$ cat src/rtl/sipo_ctrl_pkg.sv
// rtl/sipo_ctrl_pkg.sv - shared state encoding and counter sizing for the framed SIPO controller
package sipo_ctrl_pkg;

   typedef enum logic [1:0] {
      ST_IDLE,
      ST_SHIFT,
      ST_PARITY
   } sipo_state_t;

   // Counter must be able to hold WIDTH itself (the parity cycle follows the last data bit).
   function automatic int cnt_w(input int width);
      return $clog2(width + 1);
   endfunction

endpackage

$ cat src/rtl/sipo_shift_core.sv
// rtl/sipo_shift_core.sv - WIDTH-bit MSB-first shift register, advanced only when shift_en is high
module sipo_shift_core #(
   parameter int WIDTH = 4
) (
   input  logic             clk,
   input  logic             rst,
   input  logic             shift_en,
   input  logic             si,
   output logic [WIDTH-1:0] q
);

   always_ff @(posedge clk) begin
      if (rst) begin
         q <= '0;
      end else if (shift_en) begin
         q <= {q[WIDTH-2:0], si};
      end
   end

endmodule

$ cat src/rtl/sipo_frame_ctrl.sv
// rtl/sipo_frame_ctrl.sv - frame-aware serial-to-parallel controller with optional even parity
// and a single-entry valid/ready output register that drops words on overrun.
module sipo_frame_ctrl
   import sipo_ctrl_pkg::*;
#(
   parameter int WIDTH     = 4,
   parameter bit PARITY_EN = 1'b0
) (
   input  logic             clk,
   input  logic             rst,
   input  logic             si,
   input  logic             sof,
   output logic [WIDTH-1:0] po_data,
   output logic             po_valid,
   input  logic             po_ready,
   output logic             busy,
   output logic             par_err,
   output logic             overrun
);

   localparam int CW = cnt_w(WIDTH);
   localparam logic [CW-1:0] LAST = CW'(WIDTH - 1);

   sipo_state_t      state;
   logic [CW-1:0]    cnt;
   logic [WIDTH-1:0] sh;
   logic             shift_en;
   logic             done;
   logic [WIDTH-1:0] word;
   logic             perr;

   sipo_shift_core #(.WIDTH(WIDTH)) u_core (
      .clk      (clk),
      .rst      (rst),
      .shift_en (shift_en),
      .si       (si),
      .q        (sh)
   );

   // Datapath decode: the register shifts on every frame cycle, including the
   // parity cycle, so a sof landing there already captures bit 0 of the next frame.
   always_comb begin
      shift_en = 1'b0;
      done     = 1'b0;
      word     = sh;
      perr     = 1'b0;
      case (state)
         ST_IDLE: begin
            shift_en = sof;
         end
         ST_SHIFT: begin
            shift_en = 1'b1;
            if (cnt == LAST && !PARITY_EN) begin
               done = 1'b1;
               word = {sh[WIDTH-2:0], si};
            end
         end
         ST_PARITY: begin
            shift_en = 1'b1;
            done     = 1'b1;
            word     = sh;
            perr     = ^sh ^ si;
         end
         default: begin
            shift_en = 1'b0;
         end
      endcase
   end

   always_ff @(posedge clk) begin
      if (rst) begin
         state    <= ST_IDLE;
         cnt      <= '0;
         po_data  <= '0;
         po_valid <= 1'b0;
         par_err  <= 1'b0;
         overrun  <= 1'b0;
         busy     <= 1'b0;
      end else begin
         overrun <= 1'b0;
         if (done) begin
            if (!po_valid || po_ready) begin
               po_data  <= word;
               par_err  <= perr;
               po_valid <= 1'b1;
            end else begin
               overrun <= 1'b1;
            end
         end else if (po_valid && po_ready) begin
            po_valid <= 1'b0;
         end

         case (state)
            ST_IDLE: begin
               if (sof) begin
                  state <= ST_SHIFT;
                  cnt   <= CW'(1);
                  busy  <= 1'b1;
               end
            end
            ST_SHIFT: begin
               if (done) begin
                  if (sof) begin
                     state <= ST_SHIFT;
                     cnt   <= CW'(1);
                     busy  <= 1'b1;
                  end else begin
                     state <= ST_IDLE;
                     cnt   <= '0;
                     busy  <= 1'b0;
                  end
               end else if (sof) begin
                  // Abort: the current bit restarts the frame, nothing is emitted.
                  state <= ST_SHIFT;
                  cnt   <= CW'(1);
                  busy  <= 1'b1;
               end else if (cnt == LAST) begin
                  state <= ST_PARITY;
                  cnt   <= cnt + 1'b1;
                  busy  <= 1'b1;
               end else begin
                  cnt   <= cnt + 1'b1;
                  busy  <= 1'b1;
               end
            end
            ST_PARITY: begin
               if (sof) begin
                  state <= ST_SHIFT;
                  cnt   <= CW'(1);
                  busy  <= 1'b1;
               end else begin
                  state <= ST_IDLE;
                  cnt   <= '0;
                  busy  <= 1'b0;
               end
            end
            default: begin
               state <= ST_IDLE;
               cnt   <= '0;
               busy  <= 1'b0;
            end
         endcase
      end
   end

endmodule
$ cat config.mk
export PLATFORM = sky130hd
export DESIGN_NAME = sipo_frame_ctrl
export DESIGN_NICKNAME = d
export VERILOG_FILES = /design/src/rtl/sipo_ctrl_pkg.sv /design/src/rtl/sipo_shift_core.sv /design/src/rtl/sipo_frame_ctrl.sv
export SDC_FILE = /design/constraint.sdc
export NUM_CORES = 1
export LEC_CHECK = 0
export ABC_CLOCK_PERIOD_IN_PS = 2960
export CORE_ASPECT_RATIO = 0.7
export CORE_MARGIN = 4
export CORE_UTILIZATION = 40
export CTS_CLUSTER_DIAMETER = 50
export DETAILED_ROUTE_END_ITERATION = 7
export PLACE_DENSITY_LB_ADDON = 0.05
export RECOVER_POWER = 25
export SLEW_MARGIN = 20
export SYNTH_ARGS = -nofsm -noshare
export SYNTH_HDL_FRONTEND = slang
export SYNTH_SLANG_ARGS = --single-unit
$ cat constraint.sdc
create_clock -name clk -period 2.96 [get_ports clk]
set_input_delay 0.296 -clock clk [delete_from_list [all_inputs] [get_ports clk]]
set_output_delay 0.296 -clock clk [all_outputs]
set_load 0.02 [all_outputs]
After elaboration in Yosys (flattened, before gate mapping)
Cells that the tools add are included.
Storage, ports and cells
  output and inout port bits: 8
  register bits after elaboration: 17
  input port bits: 5
  word-level logic and storage cells: 53
Operators by class
  equality and inequality tests: 6
  reductions and logical operators: 11
  bitwise gates (word level): 2
  add/subtract/negate cells: 1
  muxes and demuxes: 25
Operators by type and width (number)
  $mux W1: 11
  $mux W3: 3
  $pmux W3 S3: 1
  $mux W2: 4
  $mux W4: 2
  $pmux W2 S3: 1
  $reduce_and A2 Y1: 3
  $ne A4 B4 Y1 const B: 1
  $pmux W1 S2: 2
  $reduce_or A2 Y1: 2
  $reduce_xor A4 Y1: 1
  $add A3 B1 Y3 const B: 1
  $eq A3 B2 Y1 const B: 1
  $pmux W1 S3: 1
  $eq A2 B1 Y1 const B: 1
  $eq A2 B2 Y1 const B: 1
  $logic_not A2 Y1: 1
  $ne A2 B1 Y1 const B: 1
  $ne A2 B2 Y1 const B: 1
  $reduce_bool A2 Y1: 1
  $logic_and A1 B1 Y1: 1
  $logic_not A1 Y1: 1
  $logic_or A1 B1 Y1: 1
  $not A1 Y1: 1
  $xor A1 B1 Y1: 1

Longest topological paths before layout
  depth in word-level cells: 5
  depth in mapped cells: 8
  gate-level depth less buffers: 6

By module
From an unflattened synthesis, not the netlist that was laid out.
Second synthesis, totals
  cells, all modules: 100
  area, all modules: 897.1 µm²
By module, submodules not included
  sipo_frame_ctrl: cells each 87, area an instance 757.0 µm², seq. area each 260.2 µm², times used 1
  sipo_shift_core: cells each 13, area an instance 140.1 µm², seq. area each 80.1 µm², times used 1

Worst setup path after synthesis
Ideal clock, no wire load.
  kind: reg-to-reg
  start: reg cnt[0]
  end: reg busy
  clock period less this slack: 1561 ps
  stages on the path, launching flop included: 8
  data arrival time: 1490 ps
  setup time: 71 ps
  buffers on the path: 1
  path slack: 1399 ps
  data required time: 2889 ps
  cells stage by stage: dfxtp_1 > ha_1 > ha_1 > buf_6 > o21ai_2 > a211oi_1 > or3_1 > a21oi_1
Between the ends
  longest elaborated chain between the ends: 5
Ends and longest elaborated chain
  start: declaration: line sipo_frame_ctrl.sv:25  | logic [CW-1:0] cnt;
  start signal: assignment: line sipo_frame_ctrl.sv:119  | cnt <= cnt + 1'b1;
  start signal: assignment: line sipo_frame_ctrl.sv:122  | cnt <= cnt + 1'b1;
  $eq A3 B2 Y1: line sipo_frame_ctrl.sv:53  | if (cnt == LAST && !PARITY_EN) begin
  $mux W1: line sipo_frame_ctrl.sv:53
  $pmux W1 S2: line sipo_frame_ctrl.sv:47  | case (state)
  $mux W1: line sipo_frame_ctrl.sv:102  | if (done) begin
  $pmux W1 S3: line sipo_frame_ctrl.sv:93  | case (state)
  end signal: assignment: line sipo_frame_ctrl.sv:98  | busy <= 1'b1;
  end signal: assignment: line sipo_frame_ctrl.sv:106  | busy <= 1'b1;
  end signal: assignment: line sipo_frame_ctrl.sv:110  | busy <= 1'b0;
  end: declaration: line sipo_frame_ctrl.sv:16  | output logic busy,
Every way passes these cells.
A chain may end at the register's enable or synchronous reset.

Worst setup path after layout
  start: reg state[1]
  end: reg po_data[1]
Between the ends
  longest elaborated chain between the ends: 3
  elaborated cells between the ends (all ways): 5
  those cells by class: eq/ne: 2; mux: 2; reduce/logical: 1
Ends and longest elaborated chain
  start: declaration: line sipo_frame_ctrl.sv:24  | sipo_state_t state;
  start signal: assignment: line sipo_frame_ctrl.sv:72  | state <= ST_IDLE;
  start signal: assignment: line sipo_frame_ctrl.sv:96  | state <= ST_SHIFT;
  start signal: assignment: line sipo_frame_ctrl.sv:104  | state <= ST_SHIFT;
  $eq A2 B2 Y1 / $eq A2 B1 Y1 (equally long branches): line sipo_frame_ctrl.sv:47
  $pmux W1 S2: line sipo_frame_ctrl.sv:47
  $reduce_and A2 Y1 (no source line)
  end signal: assignment: line sipo_frame_ctrl.sv:83  | po_data <= word;
  end: declaration: line sipo_frame_ctrl.sv:13  | output logic [WIDTH-1:0] po_data,
Parallel ways exist; a longest one is shown, timed or not.

==> metrics.yaml <==
yosys:
  avgSynthCellArea_um2: 8.54
  synth_area_leader_cell: "dfxtp_1"
  syn_nets: 113
  synth_ff_type: "dfxtp_1"
  synth_top_area_share_pct: 39.1
  syn_inst: 102
  netlist_top_cells_area: "dfxtp_1 39%, ha_1 8.6%, a21oi_1 5.7%"
  synth_edf_count: 0
  async_reset_ff_share_pct: 0
  yosysSeqAreaShare_pct: 39.1
  ys_types: 31
  yosysWarnings: 0
  netlist_area_um2: 871
  synth-seq-cells: 17
routing:
  route.detailed.drc: 0
  viasPerCell: 5.44
  drtIter0Drc: 17
  ant_nets: 0
  dr.pass1.iters: 5
  wl_um: 1760
  vias: 735
  wl_per_cell_um: 13.0
critical_path:
  cp-end-kind: "register"
  r2r_cells: 6
  critPathArrivalTime_ps: 1980
  worstPathMaxFanout: 13
  start_kind: "register"
  path_class: "reg -> reg"
  required_ps: 3150
global_route:
  grt_first_pass_wirelength_um: 2870
  overflow: 0
  grt_use_total_pct: 12.7
  grt_max_degree: 18
  grt_pass1_vias: 647
  antenna_found_initial: 0
sta:
  max_slew.worst_pin.slew_ps: 668
  finalMaxSlewViolations: 0
  setup_ws_ps: 1170
  rsz0062_at_grt: "false"
  finalHoldViolations: 0
  min_period_ps: 1790
  tns_ps: 0
  clock.fmax_mhz: 558
  fin_skew_ps: 4.61
  relSlewSlack_pct: 55.3
  fin_crit_sh_pct: 60.5
  finalSetupViolCount: 0
cts:
  cts_root_buffer: "clkbuf_4"
  clockBufferDepth: 2
  cts_tree: "yes"
  postCtsHoldBufs: 0
  clk_latency_ps: 280
  cts-resized-gates: 0
  cts.clk_slew.worst_paths_ps: 100
  cts_htree_levels: 1
  cts_buffers: 3
  cts.sinks: 17
  postCtsSetupRepairBufs: 0
die:
  row_count: 13
  start_util_pct: 44.6
  die-area_um2: 3000
  core_um2: 1950
  pin_count: 13
  die_w_um: 63.8
  dieHeight_um: 47.0
placement:
  dp_slack_ps: 1190
  port_buffers: 12
  place.gp.congestion: 0.757
  placedInstanceArea_um2: 987
  place_hpwl_um: 1360
min_path:
  holdPathStages: 2
  hold_path.class: "reg -> reg"
power_and_ir_drop:
  p_per_area_nw_per_um2: 408
  p_leak_uw: 0.000353
  ir_worst_vdd_v: 0.000224
finish:
  n_antenna_cell: 0
  fin_nets: 125
  final_cell_area_um2: 1010
  drive_gt1_share_pct: 4.42
  synthToLayoutAreaGrowth_pct: 16.4
status:
  status: "completed"
flow_run:
  drv_cap: 0
[cell families after synthesis]
| kind of cell | synth area share [%] |
|---|---|
| buffers and inverters | 6.18 |
| XOR/XNOR | 4.60 |
| adder cells (fa/ha/maj) | 8.62 |
| AO/OA/AOI/OAI | 21.6 |
| AND/OR/NAND/NOR | 20.0 |
| flip-flops | 39.1 |
[synthesized netlist by cell type (all sizes together), types with 2 or more instances]
cell,n
a21oi,11
a311oi,5
buf,3
clkbuf,2
dfxtp,17
ha,6
inv,6
nand2,13
nand2b,3
nand3,6
nor2,7
nor2b,2
nor3,2
o21ai,5
or3,2
[registers in the layout, summed over array words and instances (netlist names)]
signal,count
po_data,4
u_core.q,4
cnt,3
state,2
busy,1
overrun,1
par_err,1
po_valid,1
[critical path, stage by stage, from the launching register on]
cell and delay [ps]:
dfxtp_1 340, inv_1 90, ha_1 400, a21oi_1 130, and3b_1 410, nor2_1 70, a311oi_1 250
[metal layers]
| metal | part of all wire [%] | GRT usage, % | vias to the layer above |
|---|---|---|---|
| met4 | 0.74 | 3.86 | 0 |
| li1 | - | - | 382 |
| met3 | 4.8 | 4.31 | 2 |
| met5 | 0 | 0 | - |
| met2 | 41 | 19.3 | 17 |
| met1 | 53 | 17.3 | 334 |
[path summary, 6_finish.rpt]
| kind | to | slack (ps) | start |
|---|---|---|---|
| worst max-delay path | po_data[1] | 1170 | state[1] |
| worst min-delay path | busy | 460 | busy |
| worst max register to register | po_data[1] | 1170 | state[1] |
| worst min register to register | busy | 460 | busy |
[where the power goes]
group / internal (uW) / switching [uW] / total, uW
combinational: 22.7 / 29.2 / 52.0
clock: 52.3 / 69.2 / 122
sequential: 235 / 5.57 / 240
[layout make-up]
cell class	instances	area [um^2]
clock buffer	4	26.3
fill	192	938
inverter	6	22.5
multi-input combinational	74	477
sequential	17	340
tap	22	27.5
timing repair buffer	12	120
[layout by cell type (no fill, tap or decap)]
cell type | synthesis | final
or3_1 | 2 | 2
xnor2_1 | 1 | 1
nand2b_1 | 3 | 3
a21oi_1 | 10 | 10
nor2_1 | 7 | 7
nor2b_1 | 2 | 2
o311ai_0 | 1 | 1
nor3_1 | 2 | 2
xnor3_1 | 1 | 1
and3b_1 | 1 | 1
a211oi_1 | 1 | 1
ha_1 | 6 | 6
nand4_1 | 1 | 1
a311oi_1 | 5 | 5
clkbuf_4 | 0 | 3
o21ai_0 | 4 | 4
dfxtp_1 | 17 | 17
a21oi_2 | 1 | 1
o31ai_1 | 1 | 1
inv_1 | 6 | 6
o32a_1 | 1 | 1
o21ai_2 | 1 | 1
nand3_1 | 6 | 6
clkbuf_1 | 2 | 1
a2bb2oi_1 | 1 | 1
clkdlybuf4s50_1 | 0 | 9
nand2_1 | 13 | 13
xor2_1 | 1 | 1
o21a_1 | 1 | 1
dlygate4sd3_1 | 0 | 3
a31oi_1 | 1 | 1
[metrics by stage]
step           cells  hold slack, ps  util, %  total power [uW]
2_1_floorplan    102             432        -               280
3_3_place_gp     131             442     50.6               296
3_5_place_dp     131             449     50.6               297
4_1_cts          135             463     51.9               421
5_1_grt          135             501     51.9               445
6_report         135             456     51.9               414
(Power assumes the default switching activity.)
==> RTL change: new RTL, config.mk and constraints unchanged <==
Reset style: asynchronous (`rst`), changed in 2 clocked blocks.
--- a/src/rtl/sipo_shift_core.sv
+++ b/src/rtl/sipo_shift_core.sv
@@ -10,5 +10,5 @@
 );
 
-   always_ff @(posedge clk) begin
+   always_ff @(posedge clk or posedge rst) begin
       if (rst) begin
          q <= '0;
--- a/src/rtl/sipo_frame_ctrl.sv
+++ b/src/rtl/sipo_frame_ctrl.sv
@@ -68,5 +68,5 @@
    end
 
-   always_ff @(posedge clk) begin
+   always_ff @(posedge clk or posedge rst) begin
       if (rst) begin
          state    <= ST_IDLE;
Formal check against the unedited RTL: differs if rst is asserted again (counterexample within 4 cycles, from zero or initial values and one cycle with rst high); with rst held inactive, the same outputs for 10 cycles.
==> RTL change against the unedited design <==
  * Sequential cell count stayed put
  * Count of clock-buffer cells in the layout stayed put
  * Global-route usage is 0.40 points lower
  * Sequential share of layout area is 4.2 points higher
  * Area after synthesis is 9.6% higher
  * Synthesized cell count is 18% lower
  * Final cell count is 3.7% lower
  * First-iteration DRC count is 24% higher
  * Wire length is 2.8% lower
  * Worst setup slack worse by 44 ps
  * Final area is 11% higher
  * Critical path type unchanged
Power is not compared: it rests on default switching activity, and its combinational part moved more than twofold at a synthesized area within 25%.
==> RTL change: results (changes against the unedited design) <==
metric	value	unit	change
Worst Path Max Fanout	8		-5
top post-synthesis cells by area	dfrtp_1 45%, mux2_2 8.3%, ha_1 7.9%		
layout net count	110		-12%
Syn Area/Cell	11.4	um^2	+33%
Syn Nets	95		-16%
Seq/Total Area, Yosys	44.6	%	+5.5 points
Async SR Flop Fraction	100	%	+100 points
reg2reg path depth	4		-2
fill count	210		+9.4%
layout cells sized above 1	16.3	%	+12 points
post-synthesis compound-gate area fraction	11.3	%	-10 points
RR Startpoint	state[1]		
Synth Area in XOR/XNOR	4.19	%	-0.40 points
GRT Util Overall	12.3	%	-0.40 points
status	finished clean		
reg-to-reg slack, setup	1120	ps	-40 ps
first-pass GRT wire length	3040	um	+5.8%
skew final	1.95	ps	-2.66 ps
top post-synthesis cells by count	17 x dfrtp_1, 9 x inv_1, 7 x mux2_2		
drt pass-1 iters	4		-1
via count	641		-13%
number of DRC markers in iteration 0	21		+4
via/cell ratio	4.93		-9.4%
Post-DP HPWL	1290	um	-5.4%
placed inst area	1100	um^2	+11%
RTL change: power breakdown:
part           switching [mW]  total [mW]  internal (mW)
sequential             0.0657       0.382          0.316
combinational           0.237       0.486          0.249
clock                  0.0727       0.125         0.0524
RTL change: worst max path at each step:
| stage | slack [ps] | end | depth (start not counted) | startpoint |
|---|---|---|---|---|
| 3_5_place_dp | 1100 | u_core.q[3] | 4 | sof |
| 6_report | 1120 | cnt[0] | 4 | state[1] |
| 2_1_floorplan | 1370 | po_data[0] | 5 | cnt[0] |
| 5_1_grt | 940 | u_core.q[3] | 5 | state[0] |
| 3_3_place_gp | 1130 | u_core.q[3] | 4 | sof |
| 4_1_cts | 1130 | u_core.q[0] | 5 | state[0] |
RTL change: critical path: stages (launching register included):
cell,delay [ps]
dfrtp_1,430
inv_1,90
ha_1,300
o311ai_0,690
o211ai_1,180
RTL change: cell families (layout without fill, tap and decap cells):
logic type | count (synthesis) | count (layout)
AO/OA/AOI/OAI | 14 | 14
XOR/XNOR | 3 | 3
multiplexers | 12 | 12
flip-flops | 17 | 17
AND/OR/NAND/NOR | 21 | 21
adder cells (fa/ha/maj) | 6 | 6
buffers and inverters | 11 | 25
RTL change: metal layers:
metal	wire length, um	up-vias	GRT usage, %
met5	0	-	0
met4	16	0	3.04
met3	89	2	5.07
met2	682	15	16.0
met1	922	300	18.5
li1	-	324	-
RTL change: final cells by class:
| class | count | share of cell area [%] |
|---|---|---|
| clock buffer | 4 | 2.34 |
| tap | 32 | 3.56 |
| sequential | 17 | 37.8 |
| inverter | 9 | 3.00 |
| timing repair buffer | 12 | 10.7 |
| multi-input combinational | 56 | 42.6 |
RTL change: per-stage QoR:
step	utilization (%)	hold WS, ps	worst slack [ps]
after floorplan	-	222	1370
after global placement	49.8	489	1130
after detailed placement	49.8	492	1100
after CTS	51.0	416	1130
after global routing	51.0	541	939
final	51.0	513	1120
